[config.mk]
export PLATFORM = sky130hd
export DESIGN_NAME = sparse_mult_arbiter
export DESIGN_NICKNAME = d
export VERILOG_FILES = /design/src/rtl/sparse_mult_arbiter.sv
export SDC_FILE = /design/constraint.sdc
export NUM_CORES = 1
export LEC_CHECK = 0
export ABC_AREA = 1
export ABC_CLOCK_PERIOD_IN_PS = 1400
export BUFFER_PORTS_ARGS = -buffer_cell sky130_fd_sc_hd__buf_2
export CELL_PAD_IN_SITES_DETAIL_PLACEMENT = 0
export CELL_PAD_IN_SITES_GLOBAL_PLACEMENT = 1
export CORE_AREA = 2 2 231 233
export CTS_BUF_LIST = sky130_fd_sc_hd__clkbuf_4 sky130_fd_sc_hd__clkbuf_8
export DETAILED_ROUTE_END_ITERATION = 10
export DIE_AREA = 0 0 233 235
export PLACE_DENSITY = 0.46
export SLEW_MARGIN = 20
export SYNTH_ARGS = -nofsm -noshare
export SYNTH_HDL_FRONTEND = slang
export SYNTH_SLANG_ARGS = --single-unit
[constraint.sdc]
create_clock -name i_clock -period 1.4 [get_ports i_clock]
set_input_delay 0.28 -clock i_clock [delete_from_list [all_inputs] [get_ports i_clock]]
set_output_delay 0.28 -clock i_clock [all_outputs]
set_load 0.02 [all_outputs]
[src/rtl/sparse_mult_arbiter.sv]
`default_nettype none
// +----------------------------------------------------------------------------+
// | Module   : sparse_mult_arbiter                                             |
// | Purpose  : Frame-granular two-requester arbiter in front of one shared     |
// |            sparse matrix multiplier. A grant is locked for a whole input   |
// |            frame, the owner is queued in a tag FIFO, and each returned     |
// |            output frame is steered back to the requester that issued it.  |
// | Options  : SPARSE_ARB_RR_EN - round-robin tie-break (default: fixed prio)  |
// | Revision : 1.0 - initial release                                           |
// +----------------------------------------------------------------------------+
module sparse_mult_arbiter #(
  parameter int unsigned WIDTH     = 96,
  parameter int unsigned IN_LEN    = 11,
  parameter int unsigned OUT_LEN   = 1,
  parameter int unsigned TAG_DEPTH = 4
) (
  input  logic             i_clock,
  input  logic             i_reset,
  input  logic [WIDTH-1:0] i_req0_data,
  input  logic             i_req0_valid,
  output logic             o_req0_ready,
  input  logic [WIDTH-1:0] i_req1_data,
  input  logic             i_req1_valid,
  output logic             o_req1_ready,
  output logic [WIDTH-1:0] o_resp0_data,
  output logic             o_resp0_valid,
  input  logic             i_resp0_ready,
  output logic [WIDTH-1:0] o_resp1_data,
  output logic             o_resp1_valid,
  input  logic             i_resp1_ready,
  output logic [WIDTH-1:0] o_mult_data,
  output logic             o_mult_valid,
  input  logic             i_mult_ready,
  input  logic [WIDTH-1:0] i_mult_data,
  input  logic             i_mult_valid,
  output logic             o_mult_ready,
  output logic             o_busy,
  output logic             o_err
);

  // Pointers carry one extra wrap bit so full and empty are distinguishable.
  localparam int unsigned PTR_W     = $clog2(TAG_DEPTH) + 1;
  localparam int unsigned IDX_W     = PTR_W - 1;
  localparam int unsigned IN_CNT_W  = (IN_LEN  > 1) ? $clog2(IN_LEN)  : 1;
  localparam int unsigned OUT_CNT_W = (OUT_LEN > 1) ? $clog2(OUT_LEN) : 1;
  localparam logic [IN_CNT_W-1:0]  IN_LAST  = IN_CNT_W'(IN_LEN - 1);
  localparam logic [OUT_CNT_W-1:0] OUT_LAST = OUT_CNT_W'(OUT_LEN - 1);

  typedef enum logic [0:0] {
    ST_IDLE  = 1'b0,
    ST_BURST = 1'b1
  } state_t;

  state_t               state_q,   state_d;
  logic                 grant_q,   grant_d;
  logic [IN_CNT_W-1:0]  in_cnt_q,  in_cnt_d;
  logic [OUT_CNT_W-1:0] out_cnt_q, out_cnt_d;
  logic [PTR_W-1:0]     wr_ptr_q,  wr_ptr_d;
  logic [PTR_W-1:0]     rd_ptr_q,  rd_ptr_d;
  logic                 tag_q [TAG_DEPTH];
  logic                 tag_d [TAG_DEPTH];
  logic                 err_q,     err_d;
`ifdef SPARSE_ARB_RR_EN
  logic                 last_q,    last_d;
`endif

  logic fifo_empty;
  logic fifo_full;
  logic head_tag;
  logic winner;
  logic push;
  logic in_xfer;
  logic out_xfer;

  assign fifo_empty = (wr_ptr_q == rd_ptr_q);
  assign fifo_full  = (wr_ptr_q[PTR_W-1] != rd_ptr_q[PTR_W-1]) &&
                      (wr_ptr_q[IDX_W-1:0] == rd_ptr_q[IDX_W-1:0]);
  assign head_tag   = tag_q[rd_ptr_q[IDX_W-1:0]];

  // Tie-break between two valid requesters; a lone requester always wins.
`ifdef SPARSE_ARB_RR_EN
  assign winner = (i_req0_valid && i_req1_valid) ? ~last_q : ~i_req0_valid;
`else
  assign winner = ~i_req0_valid;
`endif

  assign push     = (state_q == ST_IDLE) && (i_req0_valid || i_req1_valid) && !fifo_full;
  assign in_xfer  = (state_q == ST_BURST) && o_mult_valid && i_mult_ready;
  assign out_xfer = o_mult_ready && i_mult_valid;

  // Combinational steering of both data paths from the grant and head tag.
  always_comb begin
    o_mult_data   = grant_q ? i_req1_data : i_req0_data;
    o_mult_valid  = 1'b0;
    o_req0_ready  = 1'b0;
    o_req1_ready  = 1'b0;
    if (state_q == ST_BURST) begin
      o_mult_valid = grant_q ? i_req1_valid : i_req0_valid;
      o_req0_ready = ~grant_q & i_mult_ready;
      o_req1_ready =  grant_q & i_mult_ready;
    end
    o_resp0_data  = i_mult_data;
    o_resp1_data  = i_mult_data;
    o_resp0_valid = i_mult_valid & ~fifo_empty & ~head_tag;
    o_resp1_valid = i_mult_valid & ~fifo_empty &  head_tag;
    o_mult_ready  = ~fifo_empty & (head_tag ? i_resp1_ready : i_resp0_ready);
    o_busy        = (state_q == ST_BURST) | ~fifo_empty;
    o_err         = err_q;
  end

  // Next-state: grant/tag push in IDLE, frame counting, tag pop, sticky error.
  always_comb begin
    state_d   = state_q;
    grant_d   = grant_q;
    in_cnt_d  = in_cnt_q;
    out_cnt_d = out_cnt_q;
    wr_ptr_d  = wr_ptr_q;
    rd_ptr_d  = rd_ptr_q;
    tag_d     = tag_q;
    err_d     = err_q | (i_mult_valid & fifo_empty);
`ifdef SPARSE_ARB_RR_EN
    last_d    = last_q;
`endif
    if (push) begin
      state_d                     = ST_BURST;
      grant_d                     = winner;
      tag_d[wr_ptr_q[IDX_W-1:0]]  = winner;
      wr_ptr_d                    = wr_ptr_q + PTR_W'(1);
`ifdef SPARSE_ARB_RR_EN
      last_d                      = winner;
`endif
    end
    if (in_xfer) begin
      if (in_cnt_q == IN_LAST) begin
        in_cnt_d = '0;
        state_d  = ST_IDLE;
      end else begin
        in_cnt_d = in_cnt_q + IN_CNT_W'(1);
      end
    end
    if (out_xfer) begin
      if (out_cnt_q == OUT_LAST) begin
        out_cnt_d = '0;
        rd_ptr_d  = rd_ptr_q + PTR_W'(1);
      end else begin
        out_cnt_d = out_cnt_q + OUT_CNT_W'(1);
      end
    end
  end

  // State registers; reset abandons any partial frame and drops all tags.
  always_ff @(posedge i_clock) begin
    if (i_reset) begin
      state_q   <= ST_IDLE;
      grant_q   <= 1'b0;
      in_cnt_q  <= '0;
      out_cnt_q <= '0;
      wr_ptr_q  <= '0;
      rd_ptr_q  <= '0;
      tag_q     <= '{default: 1'b0};
      err_q     <= 1'b0;
`ifdef SPARSE_ARB_RR_EN
      last_q    <= 1'b1;
`endif
    end else begin
      state_q   <= state_d;
      grant_q   <= grant_d;
      in_cnt_q  <= in_cnt_d;
      out_cnt_q <= out_cnt_d;
      wr_ptr_q  <= wr_ptr_d;
      rd_ptr_q  <= rd_ptr_d;
      tag_q     <= tag_d;
      err_q     <= err_d;
`ifdef SPARSE_ARB_RR_EN
      last_q    <= last_d;
`endif
    end
  end

endmodule
`default_nettype wire

==> flow_metrics.py, run 1 <==
metrics = {
    "cts": {
        "cts_tree": "done",
        "path_clk_slew_ns": 0.07,
        "ctsHoldBuffers": 0,
        "htree_levels": 1,
        "clock_latency_ns": 0.26,
        "root_buffer": "clkbuf_8",
        "numCtsBuffers": 3,
        "cts_buffer_depth": 2,
        "cts.sinks": 17,
    },
    "floorplanning": {
        "die_area_mm2": 0.05476,
        "coreArea_mm2": 0.05224,
        "fp.dieW_um": 233,
        "boundaryPins": 592,
        "start_util": 0.06927,
        "rows": 84,
        "dieHeight_um": 235,
    },
    "place": {
        "io_buffers": 303,
        "dp_cells": 1458,
        "hpwl_um": 11790,
        "place_congestion": 0.6916,
    },
    "pwr": {
        "p_int_uw": 2627,
        "power.leakage_uw": 0.003333,
        "switchingPower_uw": 2192,
        "p_seq_frac": 0.125,
        "p_per_area_mw_per_mm2": 723.9,
        "irDropWorstVdd_v": 0.0002577,
        "sw_frac_of_total": 0.4549,
        "pwr-share-comb": 0.796,
        "clockPowerShare": 0.079,
    },
    "final_layout": {
        "layout_commonest_cell": "nand2_1",
        "drive_above_1_share": 0.6484,
        "layout.nets": 1104,
        "fin_cells": 1490,
        "final_core_util": 0.1275,
        "area_delta_synth_final_pct": 83.99,
        "fillers": 6017,
        "layout_common_cells": "nand2_1 (214), buf_2 (209), buf_6 (101)",
        "antenna_cells": 0,
    },
    "sta": {
        "setup_tns_ns": -22.30,
        "hold_viol": 0,
        "whs_ns": 0.2552,
        "maxSlewHeadroom": 0.8240,
        "period_needed_ns": 1.651,
        "worstMarginPinSlew_ns": 0.2637,
        "setup_violations": 106,
        "final_min_period_over_clock_period": 1.179,
        "rsz0062_at_grt": "true",
        "fin_ws_ns": -0.2511,
        "fmax_ghz": 0.6056,
        "final_max_slew_viol_count": 0,
        "fin_skew_ns": 0.002936,
    },
    "yosys": {
        "ys.warnings.count": 0,
        "synth_fp_nets": 951,
        "ys_top_cells_by_area": "buf_4 (40%), nand2_1 (34%), dfxtp_1 (9.4%)",
        "ys_seq_area_frac": 0.09405,
        "synth_edf_count": 0,
        "synth.top_cell.area_share": 0.3983,
        "synth-async-reset-ratio": 0,
        "synth_top_flop_cell": "dfxtp_1",
        "ys_types": 26,
        "synth_top_area_cell": "buf_4",
        "synth.cell_area_mm2": 0.003618,
        "postSynthCellCount": 650,
        "synth_seq_cells": 17,
        "syn-mean-instance-area_um2": 5.567,
    },
    "grt": {
        "grt_pass1_vias": 3913,
        "grt_overflow": 0,
        "grt_usage": 0.05307,
        "grt_pass1_wl_um": 21940,
        "grt_max_degree": 20,
        "antenna_found_initial": 3,
    },
    "drt": {
        "drc_errors": 0,
        "vias_per_cell": 2.840,
        "first_iter_violations": 90,
        "post_drt_wl_per_cell_um": 11.71,
        "vias": 4232,
        "ant_nets": 0,
        "wl_um": 17440,
        "firstDrtPassIters": 4,
    },
    "worst_setup_path": {
        "critical_path_required_ns": 1.12,
        "cp_max_fo": 7,
        "critical_path_arrival_ns": 1.37,
        "path_cells": "buf_12, clkinv_16, clkbuf_16, nand2_2, nand2_2, buf_6",
        "cp_top_family": "buffers and inverters",
        "crit_type": "flip-flop to primary output",
        "start_kind": "flip-flop",
        "critPathCaptureType": "primary output",
        "worst_path_largest_cell_delay_ns": 0.39,
        "crit_buf_inv": 4,
        "cp_common_cell": "nand2_2",
        "critical_path.slowest_cell": "dfxtp_4",
    },
    "outcome": {
        "violations": "negative setup slack",
        "status": "complete, but fails checks",
    },
    "hold_path": {
        "hold_path.class": "input port to flip-flop",
    },
    "job": {
        "maxCapViolations": 0,
    },
}
## cell families (layout without fill, tap and decap cells)
group | after synthesis | count (layout) | share of synthesized area
and+or+nand+nor | 363 | 363 | 0.3942
buffers and inverters | 242 | 394 | 0.4547
AOI/OAI and AO/OA | 17 | 17 | 0.02524
DFF | 17 | 17 | 0.09405
xor gates and xnor gates | 6 | 6 | 0.01453
adders and majority gates | 5 | 5 | 0.01729
## power by group through the flow
stage          sequential, uW  clock, uW  combinational, uW
4_1_cts                   599        410               3160
3_3_place_gp              594          0               2470
5_1_grt                   614        431               4150
3_5_place_dp              595          0               2440
6_report                  605        380               3830
2_1_floorplan             582          0               2100
## cell usage after synthesis, types with 4 or more instances
cell type / count
a21oi_1: 9
buf_4: 192
clkbuf_1: 15
dfxtp_1: 17
ha_1: 5
inv_1: 24
nand2_1: 327
nand2_2: 4
nand3_1: 4
nand4_1: 4
nor2_1: 16
o21ai_0: 5
## flip-flops by register name, summed over array words and instances (netlist names)
signal / flops
tag_q: 4
rd_ptr_q: 3
wr_ptr_q: 3
state_q: 1
o_err: 1
in_cnt_q: 4
grant_q: 1
## area by class of cell
| cell class | count | area [um^2] | area share |
|---|---|---|---|
| clock buffers | 3 | 41.29 | 0.006202 |
| clock inverters | 1 | 5.005 | 0.0007517 |
| inverters | 28 | 142.6 | 0.02142 |
| multi-input cells | 391 | 2236 | 0.3358 |
| flip-flops and latches | 17 | 356.6 | 0.05356 |
| well taps | 688 | 860.8 | 0.1293 |
| repair buffers | 360 | 2974 | 0.4467 |
| repair inverters | 2 | 41.29 | 0.006202 |
## routing by layer
metal / vias to the layer above / GRT usage / routed length, um
li1: 2058 / - / -
met1: 1784 / 0.05213 / 6223
met2: 303 / 0.09425 / 8486
met3: 81 / 0.01772 / 1663
met4: 6 / 0.03513 / 1038
met5: - / 0 / 28
## path summary, 6_finish.rpt
path,slack [ns],cells after the start,to,from
min reg2reg,0.48,2,in_cnt_q[0],in_cnt_q[0]
min,0.26,2,tag_q[0],i_reset
max,-0.25,6,o_mult_data[89],grant_q
max reg2reg,-0.08,10,in_cnt_q[3],grant_q
## stage by stage
step	total power (uW)	worst slack, ns	instance area [um^2]
2_1_floorplan	2684	0.002934	3630
3_3_place_gp	3061	-0.04761	4793
3_5_place_dp	3034	-0.06838	4793
4_1_cts	4173	-0.2905	5665
5_1_grt	5195	-0.3241	6658
6_report	4819	-0.2511	6658
## timing repair
item                       in CTS  in global routing
setup endpoints to repair     111                118
setup buffers                  11                  6
gates cloned                    6                 10
resized for setup             182                222
pin swaps                      16                 39
Power figures use the tool's default switching activity.
==> inputs of run 2 (changes only) <==
--- a/config.mk
+++ b/config.mk
@@ -5,16 +5,16 @@
 export SDC_FILE = /design/constraint.sdc
 export NUM_CORES = 1
 export LEC_CHECK = 0
-export ABC_AREA = 1
+export ABC_AREA = 0
 export ABC_CLOCK_PERIOD_IN_PS = 1400
 export BUFFER_PORTS_ARGS = -buffer_cell sky130_fd_sc_hd__buf_2
 export CELL_PAD_IN_SITES_DETAIL_PLACEMENT = 0
 export CELL_PAD_IN_SITES_GLOBAL_PLACEMENT = 1
-export CORE_AREA = 2 2 231 233
+export CORE_AREA = 2 2 233 235
 export CTS_BUF_LIST = sky130_fd_sc_hd__clkbuf_4 sky130_fd_sc_hd__clkbuf_8
 export DETAILED_ROUTE_END_ITERATION = 10
-export DIE_AREA = 0 0 233 235
-export PLACE_DENSITY = 0.46
+export DIE_AREA = 0 0 235 237
+export PLACE_DENSITY = 0.43
 export SLEW_MARGIN = 20
 export SYNTH_ARGS = -nofsm -noshare
 export SYNTH_HDL_FRONTEND = slang
==> flow_metrics.py, run 2 <==
metrics = {
    "floorplanning": {
        "rows": 85,
        "die_area_mm2": 0.05570,
        "coreArea_mm2": 0.05328,
        "fp.dieW_um": 235,
        "dieHeight_um": 237,
        "boundaryPins": 592,
        "start_util": 0.06509,
    },
    "place": {
        "hpwl_um": 14830,
        "placed_area_mm2": 0.004832,
        "io_buffers": 303,
        "post-place-ws_ns": -0.3943,
        "place_congestion": 0.6964,
    },
    "grt": {
        "antenna_found_initial": 5,
        "grt_pass1_wl_um": 23920,
        "grt_pass1_vias": 3485,
        "grt_overflow": 0,
        "grt_max_degree": 18,
        "grt_usage": 0.05819,
    },
    "cts": {
        "numCtsBuffers": 3,
        "ctsHoldBuffers": 0,
        "path_clk_slew_ns": 0.07,
        "htree_levels": 1,
        "clock_latency_ns": 0.25,
        "cts.sinks": 17,
        "cts_tree": "done",
        "cts_buffer_depth": 2,
        "root_buffer": "clkbuf_8",
    },
    "worst_setup_path": {
        "critPathCaptureType": "primary output",
        "reg2reg_setup_slack_ns": -0.48,
        "reg2reg_depth": 5,
        "cp_max_fo": 3,
        "critical_path.slowest_cell": "mux4_2",
        "cp.depth": 4,
        "crit_type": "flip-flop to primary output",
        "critical_path_required_ns": 1.12,
        "start_kind": "flip-flop",
        "r2r-end": "rd_ptr_q[2]",
        "critical_path_arrival_ns": 1.64,
        "crit_buf_inv": 1,
        "cp_top_family": "multiplexers",
        "worst_path_largest_cell_delay_ns": 0.57,
        "regToRegStartpoint": "rd_ptr_q[0]",
        "path_cells": "mux4_2, mux2i_4, nor2_1, buf_4",
    },
    "yosys": {
        "synth.top_cell.area_share": 0.4156,
        "ys_seq_area_frac": 0.09812,
        "synth_top_flop_cell": "dfxtp_1",
        "synth_edf_count": 0,
        "ys.warnings.count": 0,
        "yosysMostFrequentCell": "buf_4",
        "synth_fp_nets": 697,
        "synth-async-reset-ratio": 0,
        "synth_seq_cells": 17,
        "postSynthCellCount": 396,
        "ys_types": 36,
        "synth.cell_area_mm2": 0.003468,
        "synth_top_area_cell": "buf_4",
        "ys_top_cells_by_area": "buf_4 (42%), mux2_2 (31%), dfxtp_1 (9.8%)",
        "syn-mean-instance-area_um2": 8.758,
        "synthTopCellsByCount": "buf_4 (192), mux2_2 (97), dfxtp_1 (17)",
    },
    "drt": {
        "first_iter_violations": 57,
        "post_drt_wl_per_cell_um": 14.95,
        "wl_um": 18800,
        "vias": 3318,
        "firstDrtPassIters": 4,
        "vias_per_cell": 2.638,
        "drc_errors": 0,
        "ant_nets": 0,
    },
    "final_layout": {
        "regArea_um2": 350.3,
        "multi_input_area_mm2": 0.002151,
        "drive_above_1_share": 0.8948,
        "finalInstanceArea_mm2": 0.006449,
        "layout_common_cells": "buf_2 (200), buf_6 (113), mux2_4 (97)",
        "area_delta_synth_final_pct": 85.93,
        "fillers": 6059,
        "top_regs": "in_cnt_q x4, tag_q x4",
        "layout_commonest_cell": "buf_2",
        "layout.nets": 863,
    },
    "hold_path": {
        "holdPathEnd": "o_err",
        "min_from": "i_mult_valid",
        "holdPathStages": 3,
        "hold_path.class": "input port to flip-flop",
    },
    "sta": {
        "final_max_slew_viol_count": 0,
        "final_min_period_over_clock_period": 1.369,
        "period_needed_ns": 1.917,
        "fmax_ghz": 0.5218,
        "rsz0062_at_grt": "true",
        "setup_violations": 118,
        "hold_viol": 0,
        "maxSlewHeadroom": 0.7929,
        "fin_skew_ns": 0.001059,
        "fin_ws_ns": -0.5166,
        "worstMarginPinSlew_ns": 0.3106,
    },
    "outcome": {
        "violations": "negative setup slack",
        "status": "complete, but fails checks",
    },
    "pwr": {
        "irDropWorstVdd_v": 0.0002643,
        "power.leakage_uw": 0.002926,
        "p_per_area_mw_per_mm2": 572.8,
    },
    "job": {
        "maxCapViolations": 0,
    },
}
==> run 2: changes by cell type in the layout (fill, tap and decap cells not counted), moves of 9 or more <==
cell and delta:
nand2_4 -34, buf_8 +13, buf_6 +12, nand2_2 -83
nand2_1 -208, mux2_4 +97, inv_1 -16, buf_2 -9
==> run 2: metrics by stage <==
stage                     total power (uW)  hold slack (ns)  TNS, ns  std cells  utilization
after global routing                  3902           0.3169   -47.75       1257       0.1210
after CTS                             3300           0.2908   -43.47       1256       0.1062
after detailed placement              2399           0.4721   -16.49       1233      0.09069
final                                 3694           0.3012   -40.34       1258       0.1210
after global placement                2407           0.4690   -15.64       1233      0.09069
after floorplan                       2358           0.3766   -1.514        396            -
==> run 2: layer usage <==
| layer | GRT usage | share of wire | vias to the layer above |
|---|---|---|---|
| met5 | 0.02251 | 0.0098 | - |
| met4 | 0.007672 | 0.0089 | 4 |
| met3 | 0.06342 | 0.22 | 23 |
| met2 | 0.08494 | 0.43 | 367 |
| met1 | 0.05535 | 0.33 | 1441 |
| li1 | - | - | 1483 |
==> run 2: cell type report <==
class,count,share of cell area
Antenna cell,1,0.0003880
Timing Repair Buffer,367,0.4666
Inverter,5,0.002910
Clock inverter,1,0.0007761
Tap cell,696,0.1350
Multi-Input combinational cell,168,0.3335
Clock buffer,3,0.006403
Sequential cell,17,0.05433
==> run 2: cells by family (layout without fill, tap and decap cells) <==
group,count (synthesis),after routing,synth area share
buf+inv,211,376,0.4365
fa+ha+maj,5,5,0.01804
compound gates,24,24,0.05051
mux,102,102,0.3330
xor+xnor,6,6,0.01515
other cells,0,1,0
simple gates,31,31,0.04871
flops,17,17,0.09813
==> run 2: timing repair <==
action,in CTS,in global routing
endpoints found under the setup margin,118,120
gates cloned,3,2
resized for setup,152,228
buffers inserted,19,6
endpoints found under the hold margin,0,0
pin swaps,21,13
==> run 2: worst max path at each step <==
stage,startpoint,endpoint,slack (ns)
detailed placement,rd_ptr_q[0],rd_ptr_q[0],-0.39
CTS,rd_ptr_q[0],o_mult_ready,-0.54
finish,rd_ptr_q[0],o_mult_ready,-0.52
global route,rd_ptr_q[0],o_mult_ready,-0.58
floorplan,rd_ptr_q[0],rd_ptr_q[0],-0.37
global placement,rd_ptr_q[0],rd_ptr_q[0],-0.41
==> run 2: where the power goes <==
group / total (uW) / internal [uW] / switching [uW]
clock: 383 / 198 / 185
combinational: 2750 / 1610 / 1140
sequential: 561 / 521 / 39.7
total: 3690 / 2330 / 1360
==> run 2: worst reg2reg max path: cells and delay by family, from the launching register on <==
family | cells | cell delay, ns
buffers and inverters | 1 | 0.14
and+or+nand+nor | 1 | 0.42
DFF | 1 | 0.34
AOI/OAI and AO/OA | 1 | 0.12
muxes | 2 | 0.79
